==> src/rtl/mp_link_pkg.sv <==
// rtl/mp_link_pkg.sv - shared state encoding and default link characters for mp_link_ctrl
package mp_link_pkg;

    typedef enum logic [2:0] {
        ST_IDLE      = 3'd0,
        ST_WAIT_PEER = 3'd1,
        ST_PLAYING   = 3'd2,
        ST_LOSS_TX   = 3'd3,
        ST_LOST      = 3'd4,
        ST_WON       = 3'd5,
        ST_ERROR     = 3'd6
    } link_state_t;

    localparam logic [7:0] DEF_READY_CHAR = 8'h52;
    localparam logic [7:0] DEF_LOSS_CHAR  = 8'h4C;
    localparam logic [7:0] DEF_ACK_CHAR   = 8'h41;

    // Bit positions of the per-character send request vector, also the issue priority order
    localparam int TX_READY = 0;
    localparam int TX_ACK   = 1;
    localparam int TX_LOSS  = 2;

endpackage

==> src/rtl/mp_link_tx_arb.sv <==
// rtl/mp_link_tx_arb.sv - pending-byte holding and tx_full/wr_uart handshake for mp_link_ctrl
module mp_link_tx_arb
    import mp_link_pkg::*;
#(
    parameter logic [7:0] READY_CHAR = DEF_READY_CHAR,
    parameter logic [7:0] LOSS_CHAR  = DEF_LOSS_CHAR,
    parameter logic [7:0] ACK_CHAR   = DEF_ACK_CHAR
) (
    input  logic       clk,
    input  logic       rst,
    input  logic       flush,
    input  logic [2:0] send_req,
    input  logic       tx_full,
    output logic [7:0] tx_data,
    output logic       wr_uart
);

    // One pending flag per character: a repeat request of the same character merges into it,
    // while different characters never overwrite each other.
    logic [2:0] pend;
    logic [2:0] grant;

    always_comb begin
        grant   = 3'b000;
        tx_data = 8'h00;
        if (pend[TX_READY]) begin
            grant[TX_READY] = 1'b1;
            tx_data         = READY_CHAR;
        end else if (pend[TX_ACK]) begin
            grant[TX_ACK] = 1'b1;
            tx_data       = ACK_CHAR;
        end else if (pend[TX_LOSS]) begin
            grant[TX_LOSS] = 1'b1;
            tx_data        = LOSS_CHAR;
        end
    end

    assign wr_uart = ~rst & ~flush & ~tx_full & (|pend);

    always_ff @(posedge clk) begin
        if (rst || flush) begin
            pend <= 3'b000;
        end else begin
            pend <= (pend & ~(grant & {3{wr_uart}})) | send_req;
        end
    end

endmodule

==> src/rtl/mp_link_ctrl.sv <==
// rtl/mp_link_ctrl.sv - two-player UART link: ready handshake, loss/ack exchange, error supervision
module mp_link_ctrl
    import mp_link_pkg::*;
#(
    parameter logic [7:0] READY_CHAR   = DEF_READY_CHAR,
    parameter logic [7:0] LOSS_CHAR    = DEF_LOSS_CHAR,
    parameter logic [7:0] ACK_CHAR     = DEF_ACK_CHAR,
    parameter int         RETX_PERIOD  = 1_000_000,
    parameter int         MAX_RETRIES  = 8,
    parameter int         PEER_TIMEOUT = 100_000_000
) (
    input  logic       clk,
    input  logic       rst,
    input  logic       multiplayer,
    input  logic       player_ready,
    input  logic       game_over,
    input  logic [7:0] rx_data,
    input  logic       rx_empty,
    output logic       rd_uart,
    output logic [7:0] tx_data,
    output logic       wr_uart,
    input  logic       tx_full,
    output logic       game_start,
    output logic       victory,
    output logic       link_error,
    output logic [2:0] state_out
);

    localparam int RETX_W  = $clog2(RETX_PERIOD);
    localparam int RETRY_W = $clog2(MAX_RETRIES + 1);
    localparam int PEER_W  = $clog2(PEER_TIMEOUT + 1);
    localparam logic [RETX_W-1:0]  RETX_LAST = RETX_W'(RETX_PERIOD - 1);
    localparam logic [RETRY_W-1:0] RETRY_MAX = RETRY_W'(MAX_RETRIES);
    localparam logic [PEER_W-1:0]  PEER_LAST = PEER_W'(PEER_TIMEOUT - 1);

    link_state_t        state, state_next;
    logic [RETX_W-1:0]  retx_cnt;
    logic [RETRY_W-1:0] retry_cnt;
    logic [PEER_W-1:0]  peer_cnt;
    logic [7:0]         rx_byte;
    logic               rx_vld;
    logic               rx_ready, rx_loss, rx_ack;
    logic [2:0]         send_req;
    logic               start_next;

    assign rx_ready = rx_vld && (rx_byte == READY_CHAR);
    assign rx_loss  = rx_vld && (rx_byte == LOSS_CHAR);
    assign rx_ack   = rx_vld && (rx_byte == ACK_CHAR);

    always_ff @(posedge clk) begin
        if (rst) begin
            state <= ST_IDLE;
        end else begin
            state <= state_next;
        end
    end

    // Periodic sends fire whenever retx_cnt is zero, which covers both state entry and each wrap.
    always_comb begin
        state_next = state;
        send_req   = 3'b000;
        start_next = 1'b0;
        if (!multiplayer) begin
            state_next = ST_IDLE;
        end else begin
            case (state)
                ST_IDLE: if (player_ready) state_next = ST_WAIT_PEER;
                ST_WAIT_PEER: begin
                    if (!player_ready) begin
                        state_next = ST_IDLE;
                    end else if (rx_ready) begin
                        send_req[TX_READY] = 1'b1;
                        start_next         = 1'b1;
                        state_next         = ST_PLAYING;
                    end else if (peer_cnt == PEER_LAST) begin
                        state_next = ST_ERROR;
                    end else if (retx_cnt == '0) begin
                        send_req[TX_READY] = 1'b1;
                    end
                end
                ST_PLAYING: begin
                    if (rx_loss) begin
                        send_req[TX_ACK] = 1'b1;
                        state_next       = ST_WON;
                    end else if (game_over) begin
                        state_next = ST_LOSS_TX;
                    end
                end
                ST_LOSS_TX: begin
                    if (rx_ack) begin
                        state_next = ST_LOST;
                    end else if (retx_cnt == '0) begin
                        if (retry_cnt == RETRY_MAX) state_next = ST_ERROR;
                        else                        send_req[TX_LOSS] = 1'b1;
                    end
                end
                ST_WON:   if (rx_loss) send_req[TX_ACK] = 1'b1;
                ST_LOST:  state_next = ST_LOST;
                ST_ERROR: state_next = ST_ERROR;
                default:  state_next = ST_IDLE;
            endcase
        end
    end

    always_ff @(posedge clk) begin
        if (rst) begin
            retx_cnt   <= '0;
            retry_cnt  <= '0;
            peer_cnt   <= '0;
            rx_byte    <= 8'h00;
            rx_vld     <= 1'b0;
            rd_uart    <= 1'b0;
            game_start <= 1'b0;
        end else begin
            // Pop at most every other cycle; the popped head is decoded the cycle after the pop.
            rd_uart    <= ~rx_empty & ~rd_uart;
            rx_vld     <= rd_uart;
            if (rd_uart) rx_byte <= rx_data;
            game_start <= start_next;
            if (state_next != state) begin
                retx_cnt  <= '0;
                retry_cnt <= '0;
                peer_cnt  <= '0;
            end else begin
                retx_cnt <= (retx_cnt == RETX_LAST) ? '0 : retx_cnt + RETX_W'(1);
                if (state == ST_WAIT_PEER && peer_cnt != PEER_LAST)
                    peer_cnt <= peer_cnt + PEER_W'(1);
                if (send_req[TX_LOSS] && retry_cnt != RETRY_MAX)
                    retry_cnt <= retry_cnt + RETRY_W'(1);
            end
        end
    end

    mp_link_tx_arb #(
        .READY_CHAR (READY_CHAR),
        .LOSS_CHAR  (LOSS_CHAR),
        .ACK_CHAR   (ACK_CHAR)
    ) u_tx_arb (
        .clk      (clk),
        .rst      (rst),
        .flush    (~multiplayer),
        .send_req (send_req),
        .tx_full  (tx_full),
        .tx_data  (tx_data),
        .wr_uart  (wr_uart)
    );

    assign victory    = (state == ST_WON);
    assign link_error = (state == ST_ERROR);
    assign state_out  = state;

endmodule
==> config.mk <==
export PLATFORM = sky130hd
export DESIGN_NAME = mp_link_ctrl
export DESIGN_NICKNAME = d
export VERILOG_FILES = /design/src/rtl/mp_link_pkg.sv /design/src/rtl/mp_link_tx_arb.sv /design/src/rtl/mp_link_ctrl.sv
export SDC_FILE = /design/constraint.sdc
export NUM_CORES = 1
export LEC_CHECK = 0
export CORE_MARGIN = 3
export CORE_UTILIZATION = 45
export DETAILED_ROUTE_END_ITERATION = 6
export GPL_TIMING_DRIVEN = 1
export PLACE_DENSITY_LB_ADDON = 0.08
export SETUP_SLACK_MARGIN = 0.5
export SYNTH_ARGS = -nofsm -noshare
export SYNTH_HDL_FRONTEND = slang
export SYNTH_SLANG_ARGS = --single-unit
==> constraint.sdc <==
create_clock -name clk -period 2 [get_ports clk]
set_clock_uncertainty 0.2 [all_clocks]
set_input_delay 0.4 -clock clk [delete_from_list [all_inputs] [get_ports clk]]
set_output_delay 0.4 -clock clk [all_outputs]
set_load 0.1 [all_outputs]
==> impl_metrics.py <==
metrics = {
    "critical_path": {
        "worstPathRequired_ns": 2.03,
        "reg2reg_to": "peer_cnt[14]$_SDFFE_PP0P_",
        "cp_num_buf_inv": 2,
        "crit_arrival_ns": 2.30,
        "crit_family": "simple AND/OR/NAND/NOR gates",
        "slowest_stage": "dfxtp_2",
        "cp.depth": 9,
        "slowest_delay_ns": 0.36,
        "cp-endpoint": "peer_cnt[14]$_SDFFE_PP0P_",
        "cp_max_fo": 7,
        "setup.worst_path.end_class": "flop",
        "r2r_start": "peer_cnt[8]$_SDFFE_PP0P_",
        "r2r_cells": 9,
        "crit_start": "peer_cnt[8]$_SDFFE_PP0P_",
        "cp_cell_sequence": "nor4_4, and4_4, nand4_4, a21oi_2, nor3_2, o221ai_4, buf_6, clkbuf_16, nor2_4",
        "cp-start-kind": "flop",
        "critical_path_class": "flop to flop",
        "rrSetupSlack_ns": -0.27,
    },
    "hold_path": {
        "hold_class": "flop to flop",
    },
    "clock_network": {
        "cts_buffers": 9,
        "h-tree-depth": 3,
        "insertion_delay_ns": 0.35,
        "cts_sinks": 68,
        "clock_tree.buffer_depth": 2,
        "clkSlewWorstSetupHoldPaths_ns": 0.08,
        "cts_tree": "done",
        "clock-root-buffer": "clkbuf_8",
    },
    "placed_design": {
        "place_hpwl_um": 5280,
        "postPlaceCellArea_um2": 4500,
        "place_congestion": 0.813,
        "portBuffers": 28,
        "dp_cells": 578,
    },
    "yosys": {
        "avgSynthCellArea_um2": 8.59,
        "synthFlopType": "dfxtp_1",
        "ys_warn_count": 0,
        "synth_seq_cells": 68,
        "synth_edf_count": 0,
        "ys_seq_area_share_pct": 40.9,
        "netlist_instances": 387,
        "ys_types": 47,
        "synth_area_um2": 3330,
        "ys_async_sr_fraction_pct": 0,
    },
    "floorplan": {
        "dieArea_um2": 8460,
        "io_pins": 31,
        "num_rows": 30,
        "core_area_um2": 6980,
        "chipHeight_um": 92.0,
        "start_util_pct": 47.6,
        "fp.dieW_um": 92.0,
    },
    "timing": {
        "grt_setup_unrepaired": "true",
        "max_freq_mhz": 441,
        "setup_viol": 55,
        "hold_viol": 0,
        "fin_tns_setup_ns": -11.97,
        "setup_ws_ns": -0.268,
        "finalCritPeriodShare_pct": 113,
        "finalCriticalPeriod_ns": 2.27,
        "drv_slew": 0,
    },
    "global_route": {
        "grtUsageMet3_pct": 3.28,
        "grtUsageMet2_pct": 33.7,
        "grt_overflow": 0,
        "grt_pass1_vias": 3114,
        "grt_pass1_wl_um": 13500,
        "grt_max_degree": 15,
        "use_met1_pct": 23.6,
        "antenna_found_initial": 0,
        "grt_use_total_pct": 19.6,
        "top_usage_layer": "met2",
    },
    "layout": {
        "stdcell_count": 623,
        "fin_nets": 542,
        "antenna_cells": 0,
        "layout_common_cells": "buf_4 (81), dfxtp_1 (52), nor2_2 (40), nand2_1 (38), nor2_1 (31)",
        "area_delta_synth_final_pct": 64.2,
        "final_common_cell": "buf_4",
        "layout-drive-gt1-share_pct": 48.8,
        "design_area_um2": 5460,
        "nFillCells": 437,
    },
    "routing": {
        "via_per_inst": 5.16,
        "antenna_left": 0,
        "wl_per_cell_um": 14.3,
        "wl_um": 8900,
        "drt-pass1-iter-count": 4,
        "vias": 3215,
        "drt_iter0_drc": 167,
        "drc": 0,
    },
    "pwr": {
        "cellPowerDensity_nw_per_um2": 528,
        "ir_drop_mv": 0.378,
        "p_leak_nw": 2.11,
    },
    "job": {
        "cap_viol_max_count": 0,
    },
    "outcome": {
        "status": "complete, but fails checks",
        "violations": "setup timing",
    },
}
cells in the mapped netlist, drive strengths merged, types with 2 or more instances:
| library cell | instances | area, um^2 |
|---|---|---|
| o21ai | 4 | 20.0 |
| nand2 | 40 | 150 |
| and4 | 6 | 52.6 |
| xnor2 | 20 | 175 |
| xor2 | 27 | 236 |
| nor4bb | 2 | 20.0 |
| clkbuf | 5 | 18.8 |
| inv | 7 | 26.3 |
| buf | 13 | 111 |
| nor3 | 9 | 55.1 |
| nor3b | 9 | 83.8 |
| dfxtp | 68 | 1360 |
| nor4b | 2 | 17.5 |
| a21oi | 7 | 38.8 |
| nor2b | 3 | 18.8 |
| nor2 | 80 | 305 |
| and2 | 5 | 31.3 |
| nand4 | 18 | 119 |
| and3 | 6 | 37.5 |
| nand3 | 18 | 90.1 |
| mux2i | 9 | 90.1 |
| o211ai | 2 | 15.0 |
| and3b | 2 | 17.5 |
| nor4 | 5 | 31.3 |
| ha | 5 | 62.6 |
| or3b | 2 | 22.5 |
metal layers:
layer  routed length [um]  vias up
li1                     -     1589
met1                 3820     1535
met2                 4630       75
met3                  273       16
met4                  176        0
met5                    0        -
cells by family after synthesis:
family	after synthesis	share of synthesized area [%]
simple gates	213	33.1
flops	68	40.9
xor+xnor	47	12.4
buf+inv	25	4.70
compound gates	19	4.18
mux	9	2.71
fa+ha+maj	5	1.88
other cells	1	0.113
stage by stage:
step / hold WS [ns] / util [%] / setup WS (ns) / power [mW]
floorplan: 0.252 / - / -0.394 / 1.56
global placement: 0.270 / 64.5 / -0.440 / 1.65
detailed placement: 0.278 / 64.5 / -0.457 / 1.65
CTS: 0.297 / 71.8 / -0.233 / 2.85
global route: 0.337 / 78.2 / -0.364 / 2.99
finish: 0.289 / 78.2 / -0.268 / 2.88
sequential cells by signal, indices dropped and copies added (netlist names), 3 cells and up:
signal and flops:
u_tx_arb.pend 3, peer_cnt 27, retry_cnt 4, retx_cnt 20
state_out 3, rx_byte 8
worst min-delay path, cell delays in order (launching register included):
cell and delay [ns]:
dfxtp_1 0.33, mux2i_1 0.06, nor2_1 0.07
worst min-delay path by stage:
| stage | slack [ns] | to | startpoint | depth (start not counted) |
|---|---|---|---|---|
| 4_1_cts | 0.30 | rx_byte[5]$_SDFFE_PP0P_ | rx_byte[5]$_SDFFE_PP0P_ | 2 |
| 3_3_place_gp | 0.27 | rx_byte[7]$_SDFFE_PP0P_ | rx_byte[7]$_SDFFE_PP0P_ | 2 |
| 3_5_place_dp | 0.28 | rx_byte[5]$_SDFFE_PP0P_ | rx_byte[5]$_SDFFE_PP0P_ | 2 |
| 6_report | 0.29 | rx_byte[5]$_SDFFE_PP0P_ | rx_byte[5]$_SDFFE_PP0P_ | 2 |
| 2_1_floorplan | 0.25 | rx_byte[7]$_SDFFE_PP0P_ | rx_byte[7]$_SDFFE_PP0P_ | 2 |
| 5_1_grt | 0.34 | peer_cnt[1]$_SDFFE_PP0P_ | peer_cnt[1]$_SDFFE_PP0P_ | 2 |
report_power, final:
part           internal (mW)  switching, mW
Sequential              1.36         0.0133
Clock                  0.609          0.533
Combinational          0.185          0.182
timing repair:
item | CTS | global route
gates cloned | 1 | 4
resized for setup | 39 | 86
hold endpoints to repair | 0 | 0
setup endpoints to repair | 69 | 70
buffers inserted | 18 | 6
hold buffers | 0 | 0
pin swaps | 19 | 21
area by class of cell:
cell class / count / area (um^2) / share of cell area (%)
well taps: 96 / 120 / 2.20
flip-flops and latches: 68 / 1400 / 25.6
clock inverters: 6 / 61.3 / 1.12
multi-input cells: 295 / 2220 / 40.7
repair buffers: 141 / 1490 / 27.3
inverters: 7 / 28.8 / 0.527
clock buffers: 10 / 138 / 2.52
(Power assumes the default switching activity.)
